### src/rtl/alu_result_select.sv
// alu_result_select: registered opcode-indexed result selector with flags, sticky overflow and op counter
module alu_result_select #(
  parameter int WIDTH   = 8,
  parameter int NUM_SRC = 16,
  parameter int SEL_W   = 4,
  parameter int CNT_W   = 16
) (
  input  logic                     clk,
  input  logic                     reset,
  input  logic                     in_valid,
  output logic                     in_ready,
  input  logic [SEL_W-1:0]         opcode,
  input  logic [NUM_SRC*WIDTH-1:0] src_bus,
  input  logic [NUM_SRC-1:0]       carry_bus,
  input  logic [NUM_SRC-1:0]       ovf_bus,
  output logic                     out_valid,
  input  logic                     out_ready,
  output logic [WIDTH-1:0]         zout,
  output logic                     cout,
  output logic                     ovf,
  output logic                     zero,
  output logic                     neg,
  output logic                     illegal,
  output logic                     sticky_ovf,
  input  logic                     clr_sticky,
  output logic [CNT_W-1:0]         op_count
);
  typedef enum logic {EMPTY, FULL} state_t;
  state_t state, state_n;
  logic [WIDTH-1:0] ch [2**SEL_W];
  logic cy [2**SEL_W];
  logic ov [2**SEL_W];
  logic lg [2**SEL_W];
  logic accept;
  logic [WIDTH-1:0] sel_z;
  for (genvar k = 0; k < 2**SEL_W; k++) begin : g_ch
    if (k < NUM_SRC) begin : g_src
      assign ch[k] = src_bus[k*WIDTH +: WIDTH];
      assign cy[k] = carry_bus[k];
      assign ov[k] = ovf_bus[k];
      assign lg[k] = 1'b1;
    end else begin : g_pad
      assign ch[k] = '0;
      assign cy[k] = 1'b0;
      assign ov[k] = 1'b0;
      assign lg[k] = 1'b0;
    end
  end
  assign sel_z     = ch[opcode];
  assign out_valid = state == FULL;
  assign in_ready  = !out_valid || out_ready;
  assign accept    = in_valid && in_ready;
  always_comb begin
    state_n = accept ? FULL : out_ready ? EMPTY : state;
  end
  always_ff @(posedge clk or posedge reset) begin
    if (reset) state <= EMPTY;
    else       state <= state_n;
  end
  always_ff @(posedge clk or posedge reset) begin
    if (reset) begin
      zout       <= '0;
      cout       <= 1'b0;
      ovf        <= 1'b0;
      zero       <= 1'b0;
      neg        <= 1'b0;
      illegal    <= 1'b0;
      sticky_ovf <= 1'b0;
      op_count   <= '0;
    end else begin
      if (accept) begin
        zout    <= sel_z;
        cout    <= cy[opcode];
        ovf     <= ov[opcode];
        zero    <= sel_z == '0;
        neg     <= sel_z[WIDTH-1];
        illegal <= !lg[opcode];
      end
      sticky_ovf <= (accept && ov[opcode]) || (sticky_ovf && !clr_sticky);
      op_count   <= op_count + CNT_W'(accept);
    end
  end
endmodule
### config.mk
export PLATFORM = sky130hd
export DESIGN_NAME = alu_result_select
export DESIGN_NICKNAME = d
export VERILOG_FILES = /design/src/rtl/alu_result_select.sv
export SDC_FILE = /design/constraint.sdc
export NUM_CORES = 1
export LEC_CHECK = 0
export ABC_AREA = 1
export BUFFER_PORTS_ARGS = -buffer_cell sky130_fd_sc_hd__buf_2
export CORE_MARGIN = 2
export CORE_UTILIZATION = 35
export CTS_CLUSTER_SIZE = 20
export DETAILED_ROUTE_END_ITERATION = 10
export PLACE_DENSITY = 0.69
export SETUP_SLACK_MARGIN = 0.1
export SLEW_MARGIN = 25
export SYNTH_ARGS = -nofsm -noshare
export SYNTH_HDL_FRONTEND = slang
export SYNTH_SLANG_ARGS = --single-unit
### constraint.sdc
create_clock -name clk -period 2.7 [get_ports clk]
set_input_delay 0.135 -clock clk [delete_from_list [all_inputs] [get_ports clk]]
set_output_delay 0.135 -clock clk [all_outputs]
set_load 0.005 [all_outputs]
# After elaboration in Yosys (flattened, before gate mapping)
# Memories as Yosys holds them, arrays and structs flattened.
# Index checks and enable logic that the tools add are counted.
# word_totals
rom_bits,16
mem_count,1
word_cells,36
ff_bits,31
out_inout_bits,32
# op_classes
bitwise,1
n_addsub,1
n_lt_le_gt_ge,1
n_mux,13
n_reduce_logical,10
# mem_list
name,words,width,read_ports,rd_ports_with_merged_regs,wr,line,text
(name not given),16,1,1,0,0,77,illegal <= !lg[opcode];
# ops
op,n
8-bit binary-select mux with 4-bit select,1
16-bit by 1-bit adder with 16-bit output,1
8-bit 2-to-1 mux,2
1-bit binary-select mux with 4-bit select,2
8-bit zero test,1
1-bit 2-to-1 mux,8
5-bit >= comparator (second input constant),1
4-bit NOT with 5-bit output,1
1-bit logical AND,3
1-bit zero test,3
1-bit logical OR,2
2-bit nonzero test,1

# Depth between registers and ports, before layout
# Gate-level depths: netlist of run 1.
# logic_depth
ltp_word,6
mapped_depth,11
depth_no_buf,11

# Least setup slack after synthesis of run 1
# Ideal clock, no wire load.
# synth_path
path_kind,register to register
start,"register state, in the netlist out_valid"
end,register op_count[10]
synth_period_minus_slack_ps,1696
arrival_ps,1617
path_buffers,0
stages_incl_launch_ff,10
setup_slack_ps,1004
cell_sequence,dfrtp_1 -> nand2_2 -> nand2_2 -> nor2_1 -> ha_1 -> nand3_1 -> nor2_1 -> nand4_1 -> nor3b_1 -> xor2_1
# synth_between
elab_chain_len,4
# synth_lines
element,line,text
from (decl),29,"state_t state, state_n;"
from (signal assigned),58,else state <= state_n;
1-bit zero test,51,assign in_ready = !out_valid || out_ready;
1-bit logical OR,51,
via in_ready,11,"output logic in_ready,"
1-bit logical AND,52,assign accept = in_valid && in_ready;
16-bit by 1-bit adder with 16-bit output,80,op_count <= op_count + CNT_W'(accept);
to (signal assigned),80,
to (decl),26,output logic [CNT_W-1:0] op_count
# The timed path passes the listed nets, and every way through them passes these cells.
# A chain may end at the register's enable or synchronous reset.

# Final worst setup path of run 1
# layout_path
start,"register state, in the netlist out_valid"
end,register op_count[10]
# layout_between
elab_chain_len,4
# layout_lines
element,line
1-bit zero test,51
1-bit logical OR,51
1-bit logical AND,52
16-bit by 1-bit adder with 16-bit output,80
# Every way passes these cells.

==> results_dict.tcl, run 1 <==
set metrics [dict create \
    status "complete, no violations" \
    post-place-ws_ns 0.761 \
    grt_pass1_wl_um 16500 \
    worstPathRequired_ns 2.90 \
    io_pins 201 \
    synth_fp_nets 667 \
    synthAdderAreaFrac_pct 0.822 \
    yosysWarnings 0 \
    synthSimpleGateAreaFrac_pct 41.0 \
    chipWidth_um 97.3 \
    yosys.area.top_type_share_pct 23.8 \
    synthMuxAreaShare_pct 0 \
    path_class "reg -> reg" \
    synth.distinct_cells 35 \
    synth_compound_area_share_pct 14.2 \
    wl_um 10100 \
    p_leak_uw 0.00234 \
    drtPass1Iterations 4 \
    max-clock-path-buffers 2 \
    wire_per_inst_um 12.9 \
    die-area_sq_um 9460 \
    ir_drop_mv 0.194 \
    core_area_sq_um 8590 \
    worst_slew_margin_rel_pct 39.9 \
    nNetsFinal 846 \
    crit_path_end_kind "flop" \
    setup_viol 0 \
    power_density_nw_per_um2 389 \
    synth_xor_area_share_pct 4.03 \
    skew_ns 0.00388 \
    clkLatencyLatePin_ns 0.27 \
    hold_path_class "in -> reg" \
    drc 0 \
    tritoncts.num_buffers 5 \
    drive_above_1_share_pct 35.0 \
    layout_setup_ws_ns 0.787 \
    cts-root-buf "clkbuf_8" \
    grt_max_degree 92 \
    area_delta_synth_final_pct 32.6 \
    grt_pass1_vias 3677 \
    place_congestion 0.819 \
    grt-ovfl-total 0 \
    cp.arrival_ns 2.11 \
    numPortBuffers 199 \
    fp.dieH_um 97.3 \
    maxSlewViolCount 0 \
    synth-seq-area-share_pct 23.8 \
    vias_per_cell 4.91 \
    rsz0062_at_grt "false" \
    critPathMaxFanout 6 \
    fin_crit_sh_pct 70.9 \
    cts_tree "yes" \
    place_hpwl_um 7940 \
    ys_seq_elements 29 \
    track_usage_pct 20.8 \
    period_minus_slack_ns 1.91 \
    maxCapViolCount 0 \
    h-tree-depth 2 \
    final_common_cell "buf_2" \
    hold_violations 0 \
    drtAntennaViolNets 0 \
    worst_slew_pin_slew_ns 0.902 \
    yosys.area.top_type "dfrtp_1" \
    vias 3848 \
    fmax_mhz 523 \
    rows 34 \
    clock-sinks 29 \
    synthTopCellsByArea "dfrtp_1 24%, nand2_1 17%, nand3_1 10%" \
    clk_pin_slew_ns 0.06 \
    avgSynthCellArea_sq_um 6.14 \
    synth_top_family_by_area "simple AND/OR/NAND/NOR gates" \
    antenna_found_initial 0 \
    netlist_area_sq_um 3040 \
    diodes 0 \
    initial_core_util_pct 35.4 \
    synthCells 496 \
    drt_iter0_markers 156 \
    finalSetupTns_ns 0 \
    cp-start-kind "flop" \
    final_cell_mix "199 x buf_2, 136 x nand2_1, 68 x nor2_1, 62 x nand3_1, 52 x inv_1" \
]
cell type report:
| type | count | area, sq um |
|---|---|---|
| Clock buffer | 7 | 86.3 |
| Sequential cell | 29 | 726 |
| Fill cell | 937 | 4560 |
| Tap cell | 108 | 135 |
| Inverter | 57 | 214 |
| Multi-Input combinational cell | 377 | 1830 |
| Timing Repair Buffer | 205 | 1040 |
stage by stage:
step | instances | area [sq um] | util (%) | power (uW) | hold slack (ns)
2_1_floorplan | 496 | 3040 | - | 954 | 0.213
4_1_cts | 783 | 4040 | 47.0 | 1590 | 0.0151
3_3_place_gp | 775 | 3940 | 45.9 | 1220 | 0.307
6_report | 783 | 4040 | 47.0 | 1570 | 0.0265
3_5_place_dp | 775 | 3940 | 45.9 | 1230 | 0.252
5_1_grt | 783 | 4040 | 47.0 | 1700 | 0.0290
Yosys cell counts:
master and instances:
a21oi_1 1, a31oi_1 7, and3_1 1, buf_12 2
buf_2 10, buf_4 6, buf_6 4, buf_8 4
clkbuf_1 4, clkbuf_2 2, clkbuf_4 1, clkinv_1 2
conb_1 1, dfrtp_1 29, ha_1 2, inv_1 53
inv_2 2, nand2_1 136, nand2_2 6, nand3_1 62
nand3_2 4, nand4_1 4, nor2_1 68, nor2_2 9
nor3b_1 1, o211ai_1 11, o211ai_2 2, o21ai_0 27
o21ai_1 12, o21bai_2 1, o221ai_1 4, o221ai_2 1
o22ai_1 3, xnor2_1 4, xor2_1 10
timing repair:
| item | in CTS | in global routing |
|---|---|---|
| hold buffers | 1 | 0 |
| gates resized for setup | 0 | 0 |
| hold endpoints to repair | 29 | 0 |
| endpoints found under the setup margin | 0 | 0 |
| setup buffers | 0 | 0 |
flip-flops by register name, summed over array words and instances (netlist names):
signal,cells
cout,1
neg,1
op_count,16
out_valid,1
ovf,1
sticky_ovf,1
zero,1
zout,7
worst max-delay path, cell delays in order, from the launching register on:
cell	delay (ns)
dfrtp_1	0.39
nand2_2	0.10
nand2_2	0.10
nor2_1	0.14
ha_1	0.20
nand3_1	0.11
nor2_1	0.20
nand4_1	0.16
nor3b_1	0.27
xor2_1	0.16
cell families after synthesis:
| family | after synthesis |
|---|---|
| compound gates | 69 |
| xor+xnor | 14 |
| fa+ha+maj | 2 |
| buf+inv | 90 |
| flops | 29 |
| other cells | 1 |
| simple gates | 291 |
metal layers:
layer  up-vias  wire (um)  global-route usage [%]
met2       142       4940                    37.1
met5         -          0                       0
li1       1938          -                       -
met3        16        581                    3.60
met4         0        131                    5.34
met1      1752       4430                    26.0
worst paths after layout:
path                               from      endpoint  slack (ns)  cells after the start
min                          clr_sticky    sticky_ovf        0.03                      2
max in group asynchronous         reset       zout[5]        1.80                      3
max reg2reg                   out_valid  op_count[10]        0.79                      9
min reg2reg                op_count[15]  op_count[15]        0.46                      1
max                           out_valid  op_count[10]        0.79                      9
min in group asynchronous         reset           ovf        0.50                      3
where the power goes:
group | internal, uW | switching (uW) | leakage, uW
clock | 202 | 149 | 0.0000443
sequential | 519 | 81.7 | 0.000346
combinational | 285 | 334 | 0.00195
total | 1010 | 565 | 0.00234
Note: power is estimated with default switching activity, not from simulation.
==> run 2: changes to the inputs <==
Settings changed: PLACE_DENSITY 0.69 to 0.71.
Clock period 2.7 ns to 1.7 ns, I/O delays scaled along.
==> results_dict.tcl, run 2 (same netlist as run 1, synthesis figures left out) <==
set metrics [dict create \
    status "complete, no violations" \
    power_uw 2670 \
    drt_iter0_markers 151 \
    grt_pass1_wl_um 16800 \
    power_density_nw_per_um2 625 \
    setup_viol 0 \
    area_delta_synth_final_pct 40.1 \
    drc 0 \
    hold_violations 0 \
    period_minus_slack_ns 1.59 \
    track_usage_pct 21.2 \
    io_pins 201 \
    critPathMaxFanout 3 \
    fmax_mhz 630 \
    cts_tree "yes" \
    chipWidth_um 97.3 \
    tritoncts.num_buffers 5 \
    diodes 0 \
    cts-root-buf "clkbuf_8" \
    worstPathCellList "nand2_2 > nand2_4 > nor2_4 > ha_4 > nand3_4 > nor2_4 > nand4_1 > nor3b_2 > xor2_1" \
    rows 34 \
    clkLatencyLatePin_ns 0.28 \
    nNetsFinal 861 \
    critical_path.top_delay_family "simple AND/OR/NAND/NOR gates" \
    crit_buf_inv 0 \
    slowest_stage "dfrtp_1" \
    drtPass1Iterations 4 \
    hold_path_class "in -> reg" \
    largest_register "op_count" \
    clk_pin_slew_ns 0.06 \
    h-tree-depth 2 \
    core_area_sq_um 8590 \
    path_class "reg -> reg" \
    die-area_sq_um 9460 \
    cp-start-kind "flop" \
    grt_pass1_vias 3877 \
    largestRegisters "op_count (16), zout (7)" \
    drtAntennaViolNets 0 \
    antenna_found_initial 0 \
    place_hpwl_um 8020 \
    clock-sinks 29 \
    maxCapViolCount 0 \
    final_common_cell "buf_2" \
    nFillCells 894 \
    maxSlewViolCount 0 \
    worst_slew_margin_rel_pct 65.2 \
    p_leak_uw 0.00244 \
    fin_crit_sh_pct 93.4 \
    post-route-util_pct 49.6 \
    vias 3911 \
    max-clock-path-buffers 2 \
    cp.arrival_ns 1.79 \
    fp.dieH_um 97.3 \
    final_cell_mix "199 x buf_2, 136 x nand2_1, 64 x nor2_1, 60 x nand3_1, 53 x inv_1" \
    skew_ns 0.00328 \
    crit_path_end_kind "flop" \
    worstPathRequired_ns 1.90 \
    largest_reg_flops 16 \
    grt-ovfl-total 0 \
    wl_um 10100 \
    max_stage_delay_ns 0.38 \
    initial_core_util_pct 35.4 \
    worst_slew_pin_slew_ns 0.519 \
    place_congestion 0.851 \
    wire_per_inst_um 12.7 \
    ir_drop_mv 0.333 \
    drive_above_1_share_pct 37.6 \
    rsz0062_at_grt "true" \
    vias_per_cell 4.89 \
    cpMostUsedCell "nor2_4" \
    numPortBuffers 199 \
    grt_max_degree 70 \
]
[run 2: changes by cell type in the layout (fill, tap and decap cells not counted), sizes merged]
cell / delta
buf: +14
clkinv: +1
dlygate4sd3: +1
[run 2: what timing repair did]
item	4_1_cts	5_1_grt
pin swaps	5	5
buffers inserted	4	3
hold buffers	2	0
setup endpoints to repair	2	3
resized for setup	4	2
endpoints found under the hold margin	30	0
[run 2: where the power goes]
group,switching (uW),internal [uW]
clock,258,365
combinational,561,507
sequential,153,824
total,972,1700
[run 2: worst reg2reg max path, cell delays in order, from the launching register on]
cell and delay (ns):
dfrtp_1 0.38, nand2_2 0.10, nand2_4 0.06, nor2_4 0.10
ha_4 0.16, nand3_4 0.09, nor2_4 0.11, nand4_1 0.13
nor3b_2 0.23, xor2_1 0.16
[run 2: stage by stage]
step / area (sq um) / hold slack [ns] / cells / worst slack, ns / setup TNS (ns)
floorplan: 3070 / 0.163 / 496 / 0.0641 / 0
global placement: 4060 / 0.170 / 782 / 0.0667 / 0
detailed placement: 4060 / 0.176 / 782 / -0.0390 / -0.0390
CTS: 4240 / 0.197 / 796 / 0.0860 / 0
global route: 4270 / 0.214 / 799 / -0.0394 / -0.0394
finish: 4270 / 0.200 / 799 / 0.112 / 0
[run 2: worst paths after layout]
| check | start | endpoint | slack, ns | cells past startpoint |
|---|---|---|---|---|
| setup / recovery | out_valid | op_count[10] | 0.11 | 9 |
| hold / removal | in_valid | out_valid | 0.20 | 4 |
| setup reg to reg | out_valid | op_count[10] | 0.11 | 9 |
| hold reg to reg | op_count[15] | op_count[15] | 0.47 | 1 |
| max in group asynchronous | reset | op_count[7] | 1.00 | 4 |
| min in group asynchronous | reset | sticky_ovf | 0.43 | 4 |
[run 2: final cells by class]
| type | instances | area (sq um) | area share [%] |
|---|---|---|---|
| Sequential cell | 29 | 726 | 17.0 |
| Clock inverter | 1 | 5.00 | 0.117 |
| Timing Repair Buffer | 220 | 1200 | 28.0 |
| Multi-Input combinational cell | 377 | 1890 | 44.4 |
| Tap cell | 108 | 135 | 3.17 |
| Clock buffer | 7 | 96.3 | 2.26 |
| Inverter | 57 | 215 | 5.05 |
[run 2: layer usage]
metal / vias to the layer above / wire, um / track usage, %
met2: 165 / 4930 / 37.1
met1: 1761 / 4390 / 26.5
met4: 0 / 157 / 5.34
li1: 1967 / - / -
met5: - / 0 / 0
met3: 18 / 637 / 4.39
==> run 3: changes to the inputs <==
Settings changed: ABC_AREA 1 to default, PLACE_DENSITY 0.71 to 0.76.
==> results_dict.tcl, run 3 <==
set metrics [dict create \
    wl_um 8830 \
    power.internal_uw 1690 \
    crit_path_end_kind "flop" \
    track_usage_pct 21.9 \
    hold_end "out_valid" \
    cts-root-buf "clkbuf_8" \
    netlist_area_sq_um 2490 \
    drt_iter0_markers 130 \
    yosysWarnings 0 \
    setup_viol 0 \
    rows 30 \
    synth_common_cells "39 x mux4_2, 32 x nand2_1, 29 x dfrtp_1, 13 x xnor2_1, 9 x mux2i_1" \
    largestRegisters "op_count (16), zout (7)" \
    synthMuxAreaShare_pct 41.6 \
    layout_setup_ws_ns 0.00692 \
    synthFlopType "dfrtp_1" \
    status "complete, no violations" \
    clk_pin_slew_ns 0.06 \
    path_class "in -> reg" \
    period_minus_slack_ns 1.69 \
    final_common_cell "buf_2" \
    grt_pass1_vias 2707 \
    synth_edf_count 0 \
    antenna_found_initial 0 \
    largest_reg_flops 16 \
    worst_slew_pin_slew_ns 0.536 \
    drtAntennaViolNets 0 \
    area_delta_synth_final_pct 61.2 \
    maxSlewViolCount 0 \
    largest_register "op_count" \
    power_uw 2440 \
    maxCapViolCount 0 \
    hold_violations 0 \
    place_hpwl_um 7440 \
    synth_top_family_by_area "multiplexers" \
    yosysMostFrequentCell "mux4_2" \
    io_pins 201 \
    clkPwrFrac_pct 21.5 \
    worst_slew_margin_rel_pct 64.2 \
    clock-sinks 29 \
    finalSetupTns_ns 0 \
    yosys.area.top_type "mux4_2" \
    vias_per_cell 4.99 \
    avgSynthCellArea_sq_um 11.7 \
    hold_slack_ns 0.0402 \
    ys_seq_elements 29 \
    p_leak_uw 0.00202 \
    synth_fp_nets 383 \
    wire_per_inst_um 16.6 \
    synthTopCellsByArea "mux4_2 35%, dfrtp_1 29%, nand2_1 4.8%" \
    grt_max_degree 25 \
    switching_share_pct 30.9 \
    rsz0062_at_grt "true" \
    drtPass1Iterations 4 \
    power_density_nw_per_um2 609 \
    rrSetupSlack_ns 0.09 \
    post-route-util_pct 58.7 \
    die-area_sq_um 7800 \
    synthSimpleGateAreaFrac_pct 12.6 \
    fmax_mhz 591 \
    worstPathRequired_ns 1.87 \
    tritoncts.num_buffers 5 \
    synth_compound_area_share_pct 5.98 \
    r2r_cells 6 \
    r2r-end "zero" \
    hp-start "in_valid" \
    clkLatencyLatePin_ns 0.27 \
    drc 0 \
    chipWidth_um 88.3 \
    critPathMaxFanout 7 \
    timing.rr.start "out_valid" \
    numPortBuffers 199 \
    fin_crit_sh_pct 99.6 \
    p_switching_uw 756 \
    grt-ovfl-total 0 \
    initial_core_util_pct 36.4 \
    cp.arrival_ns 1.87 \
    fp.dieH_um 88.3 \
    drive_above_1_share_pct 68.7 \
    max-clock-path-buffers 2 \
    place_congestion 0.863 \
    combPwrFrac_pct 40.6 \
    synthArstFlopShare_pct 100 \
    cts_tree "yes" \
    synthCells 212 \
    synth.distinct_cells 38 \
    hold_path_class "in -> reg" \
    core_area_sq_um 6830 \
    nNetsFinal 605 \
    synthAdderAreaFrac_pct 1.01 \
    post-place-ws_ns -0.474 \
    ir_drop_mv 0.275 \
    skew_ns 0.00350 \
    final_cell_mix "197 x buf_2, 39 x mux4_2, 29 x nand2_1, 29 x dfrtp_1, 25 x buf_4" \
    h-tree-depth 2 \
    grt_pass1_wl_um 13000 \
    hold_path_depth 2 \
    synth_xor_area_share_pct 4.93 \
    vias 2656 \
    yosys.area.top_type_share_pct 35.3 \
    cp-start-kind "input port" \
    synth-seq-area-share_pct 29.2 \
    seqPwrFrac_pct 37.9 \
]
[run 3: cell count changes in the layout (fill, tap and decap cells not counted), sizes merged, moves of 5 or more]
cell,change
a21oi,+5
buf,+11
inv,-50
mux2,+6
mux2i,+9
mux4,+39
nand2,-110
nand3,-60
nor2,-72
o211ai,-13
o21ai,-30
o221ai,-5
xnor2,+9
xor2,-9
[run 3: metal layers]
layer / vias to the layer above / GRT usage, % / routed length [um]
met5: - / 0 / 0
li1: 1259 / - / -
met1: 1244 / 25.8 / 3290
met3: 26 / 4.76 / 561
met4: 0 / 9.50 / 272
met2: 127 / 38.4 / 4700
[run 3: repair_timing]
item | 4_1_cts | 5_1_grt
hold buffers | 2 | 0
resized for setup | 6 | 23
buffers inserted | 0 | 5
endpoints found under the hold margin | 13 | 0
setup endpoints to repair | 8 | 12
cloned | 0 | 0
pin swaps | 3 | 5
[run 3: worst max-delay path, stage by stage]
cell	delay, ns
buf_12	0.10
mux4_2	0.50
mux2_4	0.29
or3b_4	0.38
nor3_2	0.12
a31oi_1	0.11
o41ai_2	0.28
[run 3: layout make-up]
| cell class | instances | area (sq um) |
|---|---|---|
| clock buffer | 8 | 80.1 |
| multi-input combinational | 160 | 1740 |
| antenna | 1 | 2.50 |
| fill | 593 | 2820 |
| sequential | 29 | 726 |
| inverter | 7 | 28.8 |
| timing repair buffer | 231 | 1320 |
| tap | 96 | 120 |
[run 3: cell families after synthesis]
group,after synthesis
XOR/XNOR,14
buffers and inverters,23
AND/OR/NAND/NOR,65
adder cells (fa/ha/maj),2
multiplexers,54
flip-flops,29
other,1
AO/OA/AOI/OAI,24
[run 3: worst max path at each step]
stage / start / end / slack (ns) / depth (start not counted)
floorplan: opcode[1] / zero / -0.22 / 7
global placement: opcode[1] / zero / -0.44 / 7
detailed placement: opcode[1] / zero / -0.47 / 7
CTS: opcode[1] / zero / 0.005 / 7
global route: opcode[1] / zero / -0.04 / 7
finish: opcode[1] / zero / 0.007 / 7
[run 3: stage by stage]
stage / instance area [sq um] / std cells
5_1_grt: 4010 / 531
4_1_cts: 3870 / 526
2_1_floorplan: 2520 / 212
3_3_place_gp: 3760 / 516
3_5_place_dp: 3760 / 516
6_report: 4010 / 532
[run 3: power groups by stage]
stage	sequential (uW)	combinational (uW)	clock, uW
after global placement	915	918	0
after detailed placement	923	942	0
after global routing	947	1090	583
after floorplan	921	459	0
final	927	992	526
after CTS	913	953	546
